## config.mk

```make
export PLATFORM = sky130hd
export DESIGN_NAME = mem_access_unit
export DESIGN_NICKNAME = d
export VERILOG_FILES = /design/src/rtl/riscv_mem_pkg.sv /design/src/rtl/mem_lane_align.sv /design/src/rtl/mem_access_unit.sv
export SDC_FILE = /design/constraint.sdc
export NUM_CORES = 1
export LEC_CHECK = 0
export ABC_AREA = 1
export BUFFER_PORTS_ARGS = -buffer_cell sky130_fd_sc_hd__buf_2
export CORE_UTILIZATION = 25
export DETAILED_ROUTE_END_ITERATION = 8
export GPL_ROUTABILITY_DRIVEN = 0
export PLACE_DENSITY = 0.48
export SYNTH_ARGS = -nofsm -noshare
export SYNTH_HDL_FRONTEND = slang
export SYNTH_SLANG_ARGS = --single-unit
```

## constraint.sdc

```tcl
create_clock -name clk -period 1.6 [get_ports clk]
set_input_delay 0.32 -clock clk [delete_from_list [all_inputs] [get_ports clk]]
set_output_delay 0.32 -clock clk [all_outputs]
set_load 0.005 [all_outputs]
```

## src/rtl/riscv_mem_pkg.sv

```systemverilog
// Shared encodings for the memory access unit: FSM states, funct3 size codes, strobes, NOP.
// Also holds the lane-offset and misalignment helpers used by the datapath and the FSM.
package riscv_mem_pkg;

   localparam logic [2:0] ST_IDLE = 3'd0;
   localparam logic [2:0] ST_REQ  = 3'd1;
   localparam logic [2:0] ST_DONE = 3'd2;
   localparam logic [2:0] ST_ERR  = 3'd3;
   localparam logic [2:0] ST_MIS  = 3'd4;

   typedef enum logic [2:0] {
      IDLE = ST_IDLE,
      REQ  = ST_REQ,
      DONE = ST_DONE,
      ERR  = ST_ERR,
      MIS  = ST_MIS
   } state_t;

   localparam logic [2:0] F3_B  = 3'b000;
   localparam logic [2:0] F3_H  = 3'b001;
   localparam logic [2:0] F3_W  = 3'b010;
   localparam logic [2:0] F3_BU = 3'b100;
   localparam logic [2:0] F3_HU = 3'b101;

   // funct3[1:0] alone carries the access size; funct3[2] selects zero-extension
   localparam logic [1:0] SZ_B = 2'b00;
   localparam logic [1:0] SZ_H = 2'b01;

   localparam logic [31:0] NOP_INSTR = 32'h0000_0013;

   localparam logic [3:0] STRB_NONE = 4'b0000;
   localparam logic [3:0] STRB_B    = 4'b0001;
   localparam logic [3:0] STRB_H    = 4'b0011;
   localparam logic [3:0] STRB_W    = 4'b1111;

   function automatic logic [1:0] lane_offset(input logic [2:0] f3, input logic [1:0] off);
      case (f3[1:0])
         SZ_B:    lane_offset = off;
         SZ_H:    lane_offset = {off[1], 1'b0};
         default: lane_offset = 2'b00;
      endcase
   endfunction

   function automatic logic addr_misaligned(input logic [2:0] f3, input logic [1:0] off);
      case (f3[1:0])
         SZ_B:    addr_misaligned = 1'b0;
         SZ_H:    addr_misaligned = off[0];
         default: addr_misaligned = |off;
      endcase
   endfunction

endpackage

```

## src/rtl/mem_lane_align.sv

```systemverilog
// Byte-lane alignment: store data shift + strobes, load lane select + sign/zero extension.
// Latency: purely combinational, zero cycles.
// Backpressure: none; outputs follow inputs.
module mem_lane_align
   import riscv_mem_pkg::*;
(
   input  logic [2:0]  st_funct3,
   input  logic [1:0]  st_off,
   input  logic [31:0] st_data,
   output logic [31:0] st_wdata,
   output logic [3:0]  st_strb,
   input  logic [2:0]  ld_funct3,
   input  logic [1:0]  ld_off,
   input  logic [31:0] ld_rdata,
   output logic [31:0] ld_data
);

   logic [1:0]  st_lane;
   logic [1:0]  ld_lane;
   logic [31:0] ld_shift;
   logic        ld_signed;

   always_comb begin
      st_lane  = lane_offset(st_funct3, st_off);
      st_strb  = STRB_W;
      st_wdata = st_data;
      case (st_funct3[1:0])
         SZ_B: begin
            st_strb  = STRB_B << st_lane;
            st_wdata = {24'b0, st_data[7:0]} << {st_lane, 3'b000};
         end
         SZ_H: begin
            st_strb  = STRB_H << st_lane;
            st_wdata = {16'b0, st_data[15:0]} << {st_lane, 3'b000};
         end
         default: ;
      endcase
   end

   always_comb begin
      ld_lane   = lane_offset(ld_funct3, ld_off);
      ld_shift  = ld_rdata >> {ld_lane, 3'b000};
      ld_signed = ~ld_funct3[2];
      ld_data   = ld_rdata;
      case (ld_funct3[1:0])
         SZ_B:    ld_data = {{24{ld_signed & ld_shift[7]}}, ld_shift[7:0]};
         SZ_H:    ld_data = {{16{ld_signed & ld_shift[15]}}, ld_shift[15:0]};
         default: ;
      endcase
   end

endmodule

```

## src/rtl/mem_access_unit.sv

```systemverilog
// Converts FSM memory strobes to a req/ack bus access; holds instr, old_pc, data. MISALIGN_TRAP_EN adds a misaligned trap.
// Latency: IDLE + REQ (1 + wait states) + DONE; stall low on DONE, so at least 3 cycles per access.
// Backpressure: stall held to the FSM until ack or timeout (TIMEOUT_CYCLES REQ cycles -> bus_err pulse).
module mem_access_unit
   import riscv_mem_pkg::*;
#(
   parameter int ADDR_WIDTH     = 32,
   parameter int DATA_WIDTH     = 32,
   parameter int TIMEOUT_CYCLES = 255
) (
   input  logic                  clk,
   input  logic                  rst_n,
   input  logic                  access_valid,
   input  logic                  adr_src,
   input  logic                  ir_write,
   input  logic                  mem_write,
   input  logic [2:0]            funct3,
   input  logic [ADDR_WIDTH-1:0] pc,
   input  logic [ADDR_WIDTH-1:0] alu_result,
   input  logic [DATA_WIDTH-1:0] write_data,
   output logic                  mem_req,
   output logic                  mem_we,
   output logic [ADDR_WIDTH-1:0] mem_addr,
   output logic [DATA_WIDTH-1:0] mem_wdata,
   output logic [3:0]            mem_wstrb,
   input  logic                  mem_ack,
   input  logic [DATA_WIDTH-1:0] mem_rdata,
   output logic [31:0]           instr,
   output logic [ADDR_WIDTH-1:0] old_pc,
   output logic [DATA_WIDTH-1:0] data,
   output logic                  stall,
`ifdef MISALIGN_TRAP_EN
   output logic                  misaligned,
`endif
   output logic                  bus_err
);

   localparam logic [7:0] CNT_LAST = 8'(TIMEOUT_CYCLES - 1);

   state_t                  state_q, state_d;
   logic [7:0]              cnt_q, cnt_d;
   logic [ADDR_WIDTH-1:0]   mem_addr_q, mem_addr_d;
   logic [1:0]              low_q, low_d;
   logic                    mem_we_q, mem_we_d;
   logic [3:0]              mem_wstrb_q, mem_wstrb_d;
   logic [DATA_WIDTH-1:0]   mem_wdata_q, mem_wdata_d;
   logic                    ir_write_q, ir_write_d;
   logic [2:0]              funct3_q, funct3_d;
   logic [ADDR_WIDTH-1:0]   pc_q, pc_d;
   logic [31:0]             instr_q, instr_d;
   logic [ADDR_WIDTH-1:0]   old_pc_q, old_pc_d;
   logic [DATA_WIDTH-1:0]   data_q, data_d;

   logic [ADDR_WIDTH-1:0]   acc_addr;
   logic [31:0]             st_wdata;
   logic [3:0]              st_strb;
   logic [31:0]             ld_data;

   assign acc_addr = adr_src ? alu_result : pc;

   // Store path works on live IDLE inputs; load path on the latched size/offset and bus data.
   mem_lane_align u_align (
      .st_funct3 (funct3),
      .st_off    (acc_addr[1:0]),
      .st_data   (write_data),
      .st_wdata  (st_wdata),
      .st_strb   (st_strb),
      .ld_funct3 (funct3_q),
      .ld_off    (low_q),
      .ld_rdata  (mem_rdata),
      .ld_data   (ld_data)
   );

   always_comb begin
      state_d     = state_q;
      cnt_d       = cnt_q;
      mem_addr_d  = mem_addr_q;
      low_d       = low_q;
      mem_we_d    = mem_we_q;
      mem_wstrb_d = mem_wstrb_q;
      mem_wdata_d = mem_wdata_q;
      ir_write_d  = ir_write_q;
      funct3_d    = funct3_q;
      pc_d        = pc_q;
      instr_d     = instr_q;
      old_pc_d    = old_pc_q;
      data_d      = data_q;
      stall       = 1'b0;

      case (state_q)
         IDLE: begin
            stall = access_valid;
            if (access_valid) begin
               mem_addr_d  = {acc_addr[ADDR_WIDTH-1:2], 2'b00};
               low_d       = acc_addr[1:0];
               mem_we_d    = mem_write & adr_src;
               mem_wstrb_d = (mem_write & adr_src) ? st_strb : STRB_NONE;
               mem_wdata_d = st_wdata;
               ir_write_d  = ir_write;
               funct3_d    = funct3;
               pc_d        = pc;
               cnt_d       = '0;
               state_d     = REQ;
`ifdef MISALIGN_TRAP_EN
               if (adr_src && !ir_write && addr_misaligned(funct3, acc_addr[1:0])) begin
                  state_d = MIS;
               end
`endif
            end
         end

         REQ: begin
            stall = 1'b1;
            if (mem_ack) begin
               cnt_d   = '0;
               state_d = DONE;
               if (ir_write_q) begin
                  instr_d  = mem_rdata;
                  old_pc_d = pc_q;
               end else if (!mem_we_q) begin
                  data_d = ld_data;
               end
            end else if (cnt_q == CNT_LAST) begin
               // Timed-out fetch leaves a NOP so the FSM never executes stale bits
               cnt_d   = '0;
               state_d = ERR;
               if (ir_write_q) begin
                  instr_d = NOP_INSTR;
               end else begin
                  data_d = '0;
               end
            end else begin
               cnt_d = cnt_q + 8'd1;
            end
         end

         default: state_d = IDLE;
      endcase
   end

   always_ff @(posedge clk or negedge rst_n) begin
      if (!rst_n) begin
         state_q     <= IDLE;
         cnt_q       <= '0;
         mem_addr_q  <= '0;
         low_q       <= '0;
         mem_we_q    <= 1'b0;
         mem_wstrb_q <= STRB_NONE;
         mem_wdata_q <= '0;
         ir_write_q  <= 1'b0;
         funct3_q    <= F3_W;
         pc_q        <= '0;
         instr_q     <= NOP_INSTR;
         old_pc_q    <= '0;
         data_q      <= '0;
      end else begin
         state_q     <= state_d;
         cnt_q       <= cnt_d;
         mem_addr_q  <= mem_addr_d;
         low_q       <= low_d;
         mem_we_q    <= mem_we_d;
         mem_wstrb_q <= mem_wstrb_d;
         mem_wdata_q <= mem_wdata_d;
         ir_write_q  <= ir_write_d;
         funct3_q    <= funct3_d;
         pc_q        <= pc_d;
         instr_q     <= instr_d;
         old_pc_q    <= old_pc_d;
         data_q      <= data_d;
      end
   end

   // Decoded from the async-reset state so mem_req drops the moment rst_n falls
   assign mem_req   = (state_q == REQ);
   assign bus_err   = (state_q == ERR);
`ifdef MISALIGN_TRAP_EN
   assign misaligned = (state_q == MIS);
`endif
   assign mem_we    = mem_we_q;
   assign mem_addr  = mem_addr_q;
   assign mem_wdata = mem_wdata_q;
   assign mem_wstrb = mem_wstrb_q;
   assign instr     = instr_q;
   assign old_pc    = old_pc_q;
   assign data      = data_q;

endmodule

```

==> results.md <==
Outcome:
- The run finished, with violations left.
- The final reports fail on setup timing.

Floorplan:
- The floorplan step defined a die boundary enclosing between 0.03 and 0.04 sq mm.
- The standard cell core area is 0.0376 sq mm.
- Measured along the x axis, the die boundary spans ~200 um.
- The I/O pin count is 306.
- Once the floorplan was initialized, standard cells occupied about a quarter of the core.
- The die height is 197 um.
- In this run the core area contains 71 standard-cell rows.

Detailed routing:
- Dividing the detail-routed wire length by the instance count gives ~17 um.
- Once detail routing completed, the nets flagged for antenna violations numbered 0.
- The average vias per placed instance is roughly 4.5.
- After detailed routing, the number of remaining DRC violations is 0.
- The first routing iteration left 517 violations.
- The overall via count from detail_route is 9324.
- The total wire length is about 35000 um.
- Before antenna repair, the detailed router went through 5 iterations.

CTS:
- TritonCTS built the clock tree.
- The H-tree depth is 1.
- The longest clock path from root to sink contains 3 buffers.
- The source-to-sink clock delay at the later pin of the worst-skew pair is about 0.54 ns.
- The number of clock sinks seen by CTS is 211.
- After clock tree synthesis, the clock-pin slew on the worst setup and hold paths is 0.06 ns.
- Clock tree synthesis selected as its root buffer the cell sky130_fd_sc_hd__clkbuf_16.
- The number of clock buffers added by TritonCTS is 26.

Setup path:
- The cell that appears most often on the critical path is sky130_fd_sc_hd__buf_6.
- Along the worst path, the maximum fanout reaches 2.
- The category of the critical setup timing path is flop to output pin.
- The endpoint kind of the worst setup timing path is an output pin.
- The signal on the critical path passes through inv_2, nor2_4, buf_6, buf_6.
- The arrival time at the worst endpoint is about 1.3 ns.
- On the worst path, the slowest cell contributes a delay of 0.38 ns.
- The slowest cell on the critical path is sky130_fd_sc_hd__dfrtp_1.
- The worst setup path is launched from a flop.
- Data on the critical path is required at its endpoint by ~1.3 ns.

Synthesis:
- The mean instance size in the synthesized netlist is 8.32 sq um.
- After synthesis the cells add up to 0.00954 sq mm.
- The sequential fraction of the synthesis area is 55.4%.
- The synthesized design devotes to its leading area cell type 54.3% of total area.
- The cell type with the highest aggregate area in the netlist is sky130_fd_sc_hd__dfrtp_1.
- The cell count after synthesis is 1147.
- The synthesized design contains 211 register bits.
- The number of warning messages in the yosys log is 0.
- The unique cell type count in the Yosys netlist is 33.
- Sorting the synthesized cells by area gives the leading types as sky130_fd_sc_hd__dfrtp_1 (54%), sky130_fd_sc_hd__nand2_1 (13%), sky130_fd_sc_hd__o21ai_0 (7.7%), sky130_fd_sc_hd__a21oi_1 (3.6%), sky130_fd_sc_hd__inv_1 (3.5%).

Timing:
- For this run, the top clock speed supported by timing is 619 MHz.
- For the final routed database, the setup TNS stands at -0.0380 ns.
- Setup repair after global routing could not meet its margin everywhere.
- The number of endpoints failing setup at the final stage is 3.
- The period utilization is 101%.
- Subtracting the final worst setup slack from the clock period gives ~1.6 ns.
- The count of endpoints failing hold in the final timing report came to 0.
- The final worst-path setup slack is -0.0159 ns.
- The clock skew is about 0.012 ns.
- The total count of max-transition violations in the final report is 0.

Power:
- Power spread over the standard cell area amounts to 1690 mW/mm^2.
- In this run the static leakage power is 7.25 nW.
- The worst IR drop on VDD is approximately 0.95 mV.

Final layout:
- Once layout is done, the placed cells without fillers occupy approximately 0.014 sq mm.
- The leading cell type in the layout, fill and taps excluded is sky130_fd_sc_hd__nand2_1.
- Fill cells in the final layout number 3921.
- The fraction of final layout cells with drive strength greater than 1 is 34.1%.
- The top cell types in the final layout, fill and taps aside, are sky130_fd_sc_hd__nand2_1 (320), sky130_fd_sc_hd__buf_2 (300), sky130_fd_sc_hd__dfrtp_1 (207).
- Summing all multi-input logic gate instances after layout gives 0.00383 sq mm.
- The storage element area is 0.00529 sq mm.
- The final layout contains approximately 1700 nets.
- Once layout is complete, the cells apart from fillers number approximately 2100.
- 0 antenna diodes ended up in the layout.
- The signed area change from the synthesized netlist to the final layout is 48.9%.

Place:
- The placed cell area is 0.0121 sq mm.
- The detailed-placement wirelength estimate is 24400 um.
- Counting tap cells, the placed design contains a total of between 1500 and 2000 instances.
- The count of buffers added on input and output ports is 303.

GRT:
- The total global routing track utilization is 16.6%.
- The global-route wire length before repair is 51000 um.
- The met2 routing resource usage after global routing is 27.0%.
- The remaining global-route overflow is 0.
- The global routing stage identified its most utilized layer as met2.
- For this run, global-route usage on met3 was measured as under 10%.
- Entering global routing, the biggest net connects between 60 and 70 pins.
- The met1 capacity usage during global routing is 22.9%.
- The via count of the first global-routing pass was roughly 9000.
- The initial antenna violation count is 1.

Min path:
- The class of the most critical hold timing path is input pin to flop.

Run:
- The max-capacitance violation count is 0.
-- metal layers --
layer / up-vias / wire length, um
li1: 4519 / -
met2: 324 / 16300
met5: - / 13
met3: 41 / 2580
met1: 4438 / 15500
met4: 2 / 630
-- through the flow --
| step | setup WS (ns) | hold slack (ns) | total power, mW | util, % |
|---|---|---|---|---|
| 2_1_floorplan | 0.132 | 0.0244 | 12.5 | - |
| 3_3_place_gp | 0.00679 | 0.165 | 16.5 | 32.3 |
| 3_5_place_dp | 0.00345 | 0.162 | 16.6 | 32.3 |
| 4_1_cts | -0.0456 | 0.000121 | 23.4 | 36.1 |
| 5_1_grt | -0.0983 | 0.0174 | 25.7 | 37.8 |
| 6_report | -0.0159 | 0.0297 | 24.0 | 37.8 |
-- final cells by class --
type                       count  share of cell area [%]
clock buffer                  34                    5.00
sequential                   211                    37.2
multi-input combinational    777                    26.9
timing repair buffer         438                    22.1
inverter                      98                    2.68
clock inverter                14                    1.60
tap                          511                    4.50
-- kinds of logic after synthesis --
group | after synthesis | share of synthesized area, %
simple gates | 487 | 21.1
flops | 211 | 55.4
mux | 1 | 0.118
fa+ha+maj | 2 | 0.262
buf+inv | 163 | 7.25
xor+xnor | 2 | 0.184
other cells | 1 | 0.0393
compound gates | 280 | 15.6
-- worst max-delay path, delay by kind of cell, from the launching register on --
family	cells	cell delay, ns
DFF	1	0.38
buffers and inverters	3	0.32
and+or+nand+nor	1	0.05
-- registers in the layout, summed over array words and instances, names as in the netlist, 3 cells and up --
| register | count |
|---|---|
| cnt_q | 8 |
| data | 32 |
| funct3_q | 3 |
| instr | 32 |
| mem_addr | 30 |
| mem_wdata | 32 |
| mem_wstrb | 4 |
| old_pc | 32 |
| pc_q | 32 |
-- path summary, 6_finish.rpt --
kind	slack, ns	depth (start not counted)	startpoint	to
setup / recovery	-0.02	4	state_q[0]	mem_req
setup reg to reg	-0.01	10	funct3_q[1]	data[13]
hold / removal	0.03	3	pc[18]	pc_q[18]
max in group asynchronous	0.77	3	rst_n	old_pc[20]
hold reg to reg	0.47	2	data[9]	data[9]
min in group asynchronous	0.21	2	rst_n	data[27]
-- cells in the mapped netlist (all sizes together) --
cell type	number
a21oi	69
buf	36
clkbuf	29
clkinv	1
conb	1
dfrtp	207
dfstp	4
ha	2
inv	97
mux2	1
nand2	348
nand3	58
nand4	2
nor2	73
nor3	5
o211ai	12
o21ai	184
o21bai	14
o31ai	1
or2	1
xor2	2
-- power breakdown --
group	switching, mW	leakage, nW	internal, mW
clock	2.48	0.454	3.97
combinational	4.86	4.16	3.94
sequential	1.23	2.64	7.52
-- timing repair --
item	4_1_cts	5_1_grt
endpoints found under the setup margin	3	104
resized for setup	11	75
hold buffers	40	0
gates cloned	0	15
hold endpoints to repair	166	0
setup buffers	4	15
pin swaps	2	7
(Power assumes the default switching activity.)
